$ cat config.mk
export PLATFORM = sky130hd
export DESIGN_NAME = dmem_arbiter
export DESIGN_NICKNAME = d
export VERILOG_FILES = /design/src/rtl/dmem_pkg.sv /design/src/rtl/dmem_arbiter_rr_arb2.sv /design/src/rtl/dmem_arbiter.sv
export SDC_FILE = /design/constraint.sdc
export NUM_CORES = 1
export LEC_CHECK = 0
export ABC_AREA = 1
export CAP_MARGIN = 20
export CORE_ASPECT_RATIO = 1.5
export CORE_MARGIN = 1.5
export CORE_UTILIZATION = 35
export DETAILED_ROUTE_END_ITERATION = 7
export PLACE_DENSITY = 0.84
export SKIP_LAST_GASP = 1
export SLEW_MARGIN = 20
export SYNTH_ARGS = -nofsm -noshare
export SYNTH_HDL_FRONTEND = slang
export SYNTH_SLANG_ARGS = --single-unit
$ cat constraint.sdc
create_clock -name clk -period 1.43 [get_ports clk]
set_clock_uncertainty 0.15 [all_clocks]
set_input_delay 0.286 -clock clk [delete_from_list [all_inputs] [get_ports clk]]
set_output_delay 0.286 -clock clk [all_outputs]
set_load 0.02 [all_outputs]
$ cat src/rtl/dmem_pkg.sv
// Shared constants and types for the data-memory arbiter: port ids and the
// registered command word that sits between arbitration and the memory.
package dmem_pkg;

  localparam int DEPTH  = 16;
  localparam int ADDR_W = 8;
  localparam int DATA_W = 8;

  typedef enum logic {
    PORT_CORE   = 1'b0,
    PORT_LOADER = 1'b1
  } port_e;

  typedef struct packed {
    logic              valid;
    port_e             port;
    logic              we;
    logic [ADDR_W-1:0] addr;
    logic [DATA_W-1:0] wdata;
    logic              oor;
  } cmd_t;

endpackage

$ cat src/rtl/dmem_arbiter_rr_arb2.sv
// Two-requester round-robin arbiter. Grant is combinational from the requests
// and the registered 'last' winner; no grants are issued while in reset.
module rr_arb2
  import dmem_pkg::*;
(
  input  logic       clk,
  input  logic       rst_n,
  input  logic [1:0] req_i,
  output logic [1:0] gnt_o
);

  port_e last_q, last_d;

  // NOTE: every output of a combinational block gets a default first, so no
  // path through the case can leave it unassigned and infer a latch.
  always_comb begin
    gnt_o = 2'b00;
    if (rst_n) begin
      unique case (req_i)
        2'b01:   gnt_o = 2'b01;
        2'b10:   gnt_o = 2'b10;
        2'b11:   gnt_o = (last_q == PORT_CORE) ? 2'b10 : 2'b01;
        default: gnt_o = 2'b00;
      endcase
    end
  end

  always_comb begin
    last_d = last_q;
    if (gnt_o[1])      last_d = PORT_LOADER;
    else if (gnt_o[0]) last_d = PORT_CORE;
  end

  // Port 0 must win the first contention after reset, hence 'last' = loader.
  // NOTE: state registers use non-blocking assignments so every flop samples
  // the pre-edge values regardless of statement order.
  always_ff @(posedge clk) begin
    if (!rst_n) last_q <= PORT_LOADER;
    else        last_q <= last_d;
  end

endmodule

$ cat src/rtl/dmem_arbiter.sv
// Shares a single-port data memory between the core (port 0) and the loader
// (port 1): round-robin accept, one registered command stage, one response stage.
module dmem_arbiter
  import dmem_pkg::*;
#(
  parameter int DEPTH  = dmem_pkg::DEPTH,
  parameter int ADDR_W = dmem_pkg::ADDR_W,
  parameter int DATA_W = dmem_pkg::DATA_W
) (
  input  logic              clk,
  input  logic              rst_n,
  input  logic              p0_req,
  input  logic              p0_we,
  input  logic [ADDR_W-1:0] p0_addr,
  input  logic [DATA_W-1:0] p0_wdata,
  input  logic              p1_req,
  input  logic              p1_we,
  input  logic [ADDR_W-1:0] p1_addr,
  input  logic [DATA_W-1:0] p1_wdata,
  output logic              p0_gnt,
  output logic              p1_gnt,
  output logic              p0_rsp_valid,
  output logic              p1_rsp_valid,
  output logic [DATA_W-1:0] p0_rdata,
  output logic [DATA_W-1:0] p1_rdata,
  output logic              p0_err,
  output logic              p1_err,
  output logic              mem_read,
  output logic              mem_write,
  output logic [ADDR_W-1:0] mem_addr,
  output logic [DATA_W-1:0] mem_wdata,
  input  logic [DATA_W-1:0] mem_rdata
);

  logic [1:0] gnt;
  cmd_t       cmd_q, cmd_d;

  logic              rsp_valid_q, rsp_valid_d;
  port_e             rsp_port_q,  rsp_port_d;
  logic              rsp_err_q,   rsp_err_d;
  logic [DATA_W-1:0] rsp_rdata_q, rsp_rdata_d;

  rr_arb2 u_arb (
    .clk   (clk),
    .rst_n (rst_n),
    .req_i ({p1_req, p0_req}),
    .gnt_o (gnt)
  );

  assign p0_gnt = gnt[0];
  assign p1_gnt = gnt[1];

  always_comb begin
    cmd_d = '0;
    if (gnt[1]) begin
      cmd_d.valid = 1'b1;
      cmd_d.port  = PORT_LOADER;
      cmd_d.we    = p1_we;
      cmd_d.addr  = p1_addr;
      cmd_d.wdata = p1_wdata;
    end else if (gnt[0]) begin
      cmd_d.valid = 1'b1;
      cmd_d.port  = PORT_CORE;
      cmd_d.we    = p0_we;
      cmd_d.addr  = p0_addr;
      cmd_d.wdata = p0_wdata;
    end
    cmd_d.oor = cmd_d.valid && ({1'b0, cmd_d.addr} >= (ADDR_W+1)'(DEPTH));
  end

  // Strobes are gated by rst_n so a command caught by reset never touches memory.
  assign mem_read  = cmd_q.valid & ~cmd_q.we & ~cmd_q.oor & rst_n;
  assign mem_write = cmd_q.valid &  cmd_q.we & ~cmd_q.oor & rst_n;
  assign mem_addr  = cmd_q.valid ? cmd_q.addr  : '0;
  assign mem_wdata = cmd_q.valid ? cmd_q.wdata : '0;

  always_comb begin
    rsp_valid_d = cmd_q.valid;
    rsp_port_d  = cmd_q.port;
    rsp_err_d   = cmd_q.valid & cmd_q.oor;
    rsp_rdata_d = (cmd_q.valid && !cmd_q.we && !cmd_q.oor) ? mem_rdata : '0;
  end

  always_ff @(posedge clk) begin
    if (!rst_n) begin
      cmd_q       <= '0;
      rsp_valid_q <= 1'b0;
      rsp_port_q  <= PORT_CORE;
      rsp_err_q   <= 1'b0;
      rsp_rdata_q <= '0;
    end else begin
      cmd_q       <= cmd_d;
      rsp_valid_q <= rsp_valid_d;
      rsp_port_q  <= rsp_port_d;
      rsp_err_q   <= rsp_err_d;
      rsp_rdata_q <= rsp_rdata_d;
    end
  end

  // Only the addressed port sees the response; the other port reads zero.
  always_comb begin
    p0_rsp_valid = rsp_valid_q & (rsp_port_q == PORT_CORE);
    p1_rsp_valid = rsp_valid_q & (rsp_port_q == PORT_LOADER);
    p0_err       = p0_rsp_valid & rsp_err_q;
    p1_err       = p1_rsp_valid & rsp_err_q;
    p0_rdata     = p0_rsp_valid ? rsp_rdata_q : '0;
    p1_rdata     = p1_rsp_valid ? rsp_rdata_q : '0;
  end

endmodule

# After elaboration in Yosys (flattened, before gate mapping)
# Cells that the tools add are included.
[op_classes]
n_lt_le_gt_ge = 1
n_eq_ne = 3
muxes = 9
bitwise = 15
reduce_logical = 7
[ops]
columns = ["op", "n"]
rows = [
  ["$mux 19", 2],
  ["$mux 8", 4],
  ["$and 1x1->1", 11],
  ["$ge 8x5->1 const B", 1],
  ["$pmux 2 s3", 1],
  ["$eq 2x2->1 const B", 2],
  ["$mux 2", 2],
  ["$not 1->1", 4],
  ["$logic_and 1x1->1", 3],
  ["$eq 2x1->1 const B", 1],
  ["$logic_not 1->1", 2],
  ["$reduce_and 2->1", 1],
  ["$reduce_or 2->1", 1],
]
[totals]
regBits = 32
in_bits = 46
out_inout_bits = 40
wordCells = 46

# Logic depth before layout (Yosys ltp)
# Gate-level depths: netlist of the first run.
[logic_depth]
word_depth = 7
ltp_mapped = 7
ltp_nobuf = 7

# Modules after synthesis
# A second synthesis of the first run with hierarchy kept.
[hier_totals]
cells_unflattened = 189
hier_area_um2 = 1360.1
[modules_own_cells]
columns = ["mod", "n_inst", "cells_per_inst", "area_per_inst_um2", "seq_area_each_um2"]
rows = [
  ["dmem_arbiter", 1, 179, 1296.2, 620.6],
  ["rr_arb2", 1, 10, 63.8, 20.0],
]

# Worst setup path before layout of the first run
# OpenSTA, ideal clock, no wires.
[synth_timing]
kind = "register to output"
startpoint = "reg rsp_valid_q"
endpoint = "out p0_err"
arrival_time_ns = 1.293
required_ns = 0.994
setup_slack_ns = -0.299
stages_incl_launch_ff = 5
path_buffers = 0
cell_sequence = "dfxtp_1 > inv_1 > nor2_1 > clkinv_1 > nor2_1"
[synth_between]
elab_chain_cells = 2
[synth_rtl]
columns = ["element", "line", "text"]
rows = [
  ["start, declared", "dmem_arbiter.sv:38", "logic rsp_valid_q, rsp_valid_d;"],
  ["start signal, assigned", "dmem_arbiter.sv:93", "rsp_valid_q <= rsp_valid_d;"],
  ["$and 1x1->1", "dmem_arbiter.sv:102", "p0_rsp_valid = rsp_valid_q & (rsp_port_q == PORT_CORE);"],
  ["via p0_rsp_valid", "dmem_arbiter.sv:22", "output logic p0_rsp_valid,"],
  ["$and 1x1->1", "dmem_arbiter.sv:104", "p0_err = p0_rsp_valid & rsp_err_q;"],
  ["end, declared", "dmem_arbiter.sv:26", "output logic p0_err,"],
]
# The timed path passes the listed nets, and every way through them passes these cells.

# Final worst setup path of the first run
[layout_timing]
startpoint = "reg rsp_valid_q"
endpoint = "out p0_rdata[7]"
[layout_between]
elab_chain_cells = 2
[layout_rtl]
columns = ["element", "line", "text"]
rows = [
  ["$and 1x1->1", "dmem_arbiter.sv:102", ""],
  ["$mux 8", "dmem_arbiter.sv:106", "p0_rdata = p0_rsp_valid ? rsp_rdata_q : '0;"],
  ["end, declared", "dmem_arbiter.sv:24", "output logic [DATA_W-1:0] p0_rdata,"],
]
# No other way between the ends.

==> results of run 1 <==
[kinds of logic (layout without fill, tap and decap cells)]
logic type / Yosys count / count (layout) / share of synthesized area
simple gates: 113 / 113 / 0.3590
buf+inv: 46 / 157 / 0.1482
flops: 32 / 32 / 0.4928
[worst max-delay path: stages (launching register included)]
cell,delay [ns]
dfxtp_2,0.36
inv_2,0.05
nor2_4,0.17
clkinv_4,0.14
nor2_2,0.13
buf_6,0.13
[cells in the mapped netlist (all sizes together)]
cell and n:
nand2 71, inv 40, nor2 35, dfxtp 32
nand3 5, buf 3, clkinv 2, clkbuf 1
nand4 1, nor3 1
[metrics by stage]
step                setup TNS [ns]  hold slack (ns)  instance area (um^2)  total power, W  worst slack [ns]
floorplan                        0           0.2201                  1340        0.001147           0.07760
global placement            -19.54           0.2520                  2277        0.001361           -0.7819
detailed placement          -21.43           0.2571                  2277        0.001372           -0.8119
CTS                         -6.826           0.2383                  2534        0.002267           -0.2552
global route                -7.008           0.1495                  2694        0.002431           -0.3235
finish                      -5.380           0.1400                  2694        0.002340           -0.2981
[where the power goes]
part	internal (W)	switching, W	total (W)
Sequential	0.000947	0.0000413	0.000989
Combinational	0.000264	0.000225	0.000489
Clock	0.000516	0.000346	0.000863
Total	0.00173	0.000612	0.00234
[timing repair]
action / CTS / global route
hold buffers: 0 / 0
resized for setup: 219 / 84
hold endpoints to repair: 0 / 0
buffers inserted: 9 / 5
gates cloned: 2 / 0
pin swaps: 6 / 6
setup endpoints to repair: 57 / 41
[how the worst min path moves through the flow]
stage,from,endpoint,depth (start not counted)
6_report,rst_n,rsp_port_q$_SDFF_PN0_,3
3_3_place_gp,rsp_port_d$_SDFF_PN0_,rsp_port_q$_SDFF_PN0_,2
4_1_cts,rst_n,rsp_port_q$_SDFF_PN0_,3
5_1_grt,rst_n,rsp_port_q$_SDFF_PN0_,3
3_5_place_dp,rsp_port_d$_SDFF_PN0_,rsp_port_q$_SDFF_PN0_,2
2_1_floorplan,rst_n,u_arb.last_q$_SDFFE_PP1N_,1
[registers in the layout, summed over array words and instances, names as in the netlist]
register,flops
cmd_q,18
u_arb.last_q,1
rsp_valid_d,1
rsp_valid_q,1
rsp_port_q,1
rsp_rdata_q,8
rsp_err_q,1
rsp_port_d,1
[metal layers]
metal | vias to the layer above | GRT usage | part of all wire
li1 | 757 | - | -
met1 | 710 | 0.1840 | 0.31
met4 | 0 | 0.08718 | 0.023
met3 | 11 | 0.07500 | 0.059
met2 | 66 | 0.4475 | 0.60
met5 | - | 0 | 0
[cell type report]
class                   count  area, um^2  share of cell area
repair buffers            106        1044              0.3874
flip-flops and latches     32       650.6              0.2415
well taps                  42       52.55             0.01951
multi-input cells         113       663.1              0.2462
inverters                  42       167.7             0.06224
clock buffers               6       72.57             0.02694
repair inverters            1       8.758            0.003251
clock inverters             2       35.03             0.01301
==> metrics, run 1 <==
Antenna Violating Nets Remaining=0; die area=4096 um^2; pins over their slew limit=0; CP startpoint kind=register; Nets=347; ant diodes=0; Total GRT Usage=0.2241; leading cell type in the layout, fill and taps excluded=nand2_1; CTS tree=yes; fillcell total=213; Distinct cells, synth=15; vias in the first global route=1520; Die W=52.76 um; port buffer count=85; Seq cells post-synth=32; Rel. slew slack=0.8338; DR vias=1544; final count of hold timing violations=0; fin cells=344; Root Driver=clkbuf_8; pin count of the biggest net entering global routing=17; Area contributors post-synth=dfxtp_1, nand2_1, inv_1, nor2_1, nand2_2; reg2reg end=rsp_rdata_q[5]$_SDFF_PN0_; initial antenna violation count=0; crit path DAT=1.29 ns; worst r2r src=rsp_valid_d$_SDFF_PN0_; Worst-path clk slew=0.07 ns; GR Overflow Total=0; CTS max path bufs=2; worst vdd ir=0.8273 mV; most frequent cells in the layout=nand2_1, clkdlybuf4s50_1, buf_6; minimum clock period=1.728 ns; DR pass1 iterations=4; FMAX=578.7 MHz; routability congestion estimate=0.7777; PD cells=868.6 nW/um^2; register area share after synthesis=0.4928; Reg2Reg Setup Slack=0.09 ns; Setup crit end=p0_rdata[7]; Worst Path Max Fanout=5; failing checks=negative setup slack; layout cells sized above 1=0.4437; drc violations=0; Routed WL=4787 um; Final setup viols=38; worst path required time=0.99 ns; H-tree depth=2; syn_nets=237; Mapped Avg Cell Area=6.806 um^2; clock latency on the worst-skew pair=0.30 ns; Core Region=3481 um^2; synthesized area=1300 um^2; Synth area leader=dfxtp_1; clock sinks=32; Initial Utilization=0.3735; number of max-cap violations=0; CP Class=register to primary output; Die Ht=77.64 um; worst reg2reg path depth=6; final core utilization=0.7739; row count=26; setup ws final=-0.2981 ns; post-synth top area share=0.4928; IO Pins=86; area grow syn2layout=107.2%; Crit. Startpoint=rsp_valid_q$_SDFF_PN0_; Detail Placement HPWL=2806 um; outcome=finished with violations; Synth Warn #=0; Hold Path Class=primary input to register; RSZ-0062 raised after global routing=true; Num CTS Buffers=5; first-pass GRT wire length=6555 um; drt initial violations=34; Via-to-Cell Ratio=4.488; routed len/inst=13.92 um; period utilization=1.208; Static Leak=1.397 nW; Mapped Cells=191; crit end category=primary output; Worst-Margin Slew=0.2493 ns; Placed Cells=323
Power figures use the tool's default switching activity.
==> inputs of run 2 (changes only) <==
==> constraint.sdc (replaced) <==
create_clock -name clk -period 1.43 [get_ports clk]
set_clock_uncertainty 0.15 [all_clocks]
set_input_delay 0.2145 -clock clk [delete_from_list [all_inputs] [get_ports clk]]
set_output_delay 0.2145 -clock clk [all_outputs]
set_load 0.02 [all_outputs]
==> run 2 against run 1 <==
Compared with the run above: the flow still finishes with violations (negative setup slack); final cell count down 3.2%; global-route usage down 1.5 points; maximum frequency up 5.6%; register-to-register slack is essentially flat.
==> metrics, run 2 (synthesis gave the netlist of run 1 again) <==
outcome=finished with violations; failing checks=negative setup slack; row count=26; Worst-Margin Slew=0.2268 ns; number of max-cap violations=0; Total GRT Usage=0.2095; pin count of the biggest net entering global routing=17; drc violations=0; IO Pins=86; routability congestion estimate=0.7745; clock latency on the worst-skew pair=0.28 ns; CTS max path bufs=2; Largest regs=cmd_q (18), rsp_rdata_q (8); clock sinks=32; Via-to-Cell Ratio=4.429; Die W=52.76 um; Post-Place Setup Slack=-0.6622 ns; Antenna Violating Nets Remaining=0; most frequent cells in the layout=nand2_1, clkdlybuf4s50_1, dfxtp_1, buf_6; CP Class=register to primary output; final count of hold timing violations=0; CTS tree=yes; ant diodes=0; Placed Cells=323; CP startpoint kind=register; FMAX=611.0 MHz; routed len/inst=13.14 um; period utilization=1.145; Hold Path Class=primary input to register; H-tree depth=2; Min-Delay Path Depth=3; Nets=337; Core Region=3481 um^2; initial antenna violation count=0; Die Ht=77.64 um; setup ws final=-0.2067 ns; leading cell type in the layout, fill and taps excluded=nand2_1; worst path required time=1.07 ns; DR vias=1475; pins over their slew limit=0; hold_buf cts=0; crit end category=primary output; Routed WL=4374 um; vias in the first global route=1402; drt initial violations=40; Root Driver=clkbuf_8; DR pass1 iterations=4; fillcell total=246; Num CTS Buffers=5; layout cells sized above 1=0.4227; Static Leak=1.280 nW; Worst Path Max Fanout=10; minimum clock period=1.637 ns; WHS=0.1024 ns; Detail Placement HPWL=2775 um; fin cells=333; Initial Utilization=0.3735; first-pass GRT wire length=6285 um; port buffer count=85; worst reg2reg path depth=8; max reg flops=18; Rel. slew slack=0.8486; worst vdd ir=0.6832 mV; PD cells=839.3 nW/um^2; Final setup viols=23; RSZ-0062 raised after global routing=true; GR Overflow Total=0; crit path DAT=1.27 ns; Tot Pwr=0.002184 W; Worst-path clk slew=0.06 ns; die area=4096 um^2; register name with the most flops=cmd_q; area grow syn2layout=100.2%
run 2: cell types whose count changed in the layout (fill, tap and decap cells not counted), sizes merged:
cell	change
clkdlybuf4s15	+9
clkbuf	+2
bufinv	-1
buf	-20
clkinv	-1
run 2: path summary, 6_finish.rpt:
check / startpoint / slack (ns) / endpoint
worst max-delay path: rsp_port_q$_SDFF_PN0_ / -0.21 / p1_rdata[6]
worst min-delay path: rst_n / 0.10 / rsp_port_q$_SDFF_PN0_
worst min register to register: rsp_port_d$_SDFF_PN0_ / 0.31 / rsp_port_q$_SDFF_PN0_
worst max register to register: u_arb.last_q$_SDFFE_PP1N_ / 0.08 / cmd_q[0]$_SDFF_PN0_
run 2: per-layer routing:
| metal | vias up | GRT usage | part of all wire |
|---|---|---|---|
| li1 | 742 | - | - |
| met1 | 666 | 0.1828 | 0.31 |
| met2 | 62 | 0.4175 | 0.61 |
| met3 | 5 | 0.05192 | 0.068 |
| met4 | 0 | 0.08462 | 0.013 |
| met5 | - | 0 | 0 |
run 2: area by class of cell:
class / instances / area, um^2 / area share
timing repair buffer: 96 / 997.2 / 0.3832
sequential: 32 / 646.9 / 0.2486
multi-input combinational: 113 / 630.6 / 0.2423
inverter: 42 / 170.2 / 0.06538
clock buffer: 7 / 96.34 / 0.03702
tap: 42 / 52.55 / 0.02019
timing repair inverter: 1 / 8.758 / 0.003365
run 2: timing repair:
item                       4_1_cts  5_1_grt
gates cloned                     1        1
setup endpoints to repair       41       40
pin swaps                        4        2
resized for setup              193       88
setup buffers                    1        0
run 2: worst max-delay path, cell delays in order, from the launching register on:
cell	delay (ns)
dfxtp_1	0.39
nand2_2	0.16
nor2_1	0.16
clkdlybuf4s15_2	0.28
run 2: metrics by stage:
stage / TNS (ns) / utilization / area, um^2
final: -3.164 / 0.7477 / 2603
after global routing: -4.200 / 0.7477 / 2603
after CTS: -2.910 / 0.6779 / 2360
after detailed placement: -14.95 / 0.6503 / 2263
after global placement: -14.11 / 0.6503 / 2263
after floorplan: 0 / - / 1326
run 2: power breakdown:
part | leakage [nW] | switching (W) | internal [W] | total [W]
logic | 0.966 | 0.000212 | 0.000238 | 0.000450
registers | 0.264 | 0.0000366 | 0.000949 | 0.000985
clock network | 0.0503 | 0.000321 | 0.000428 | 0.000749
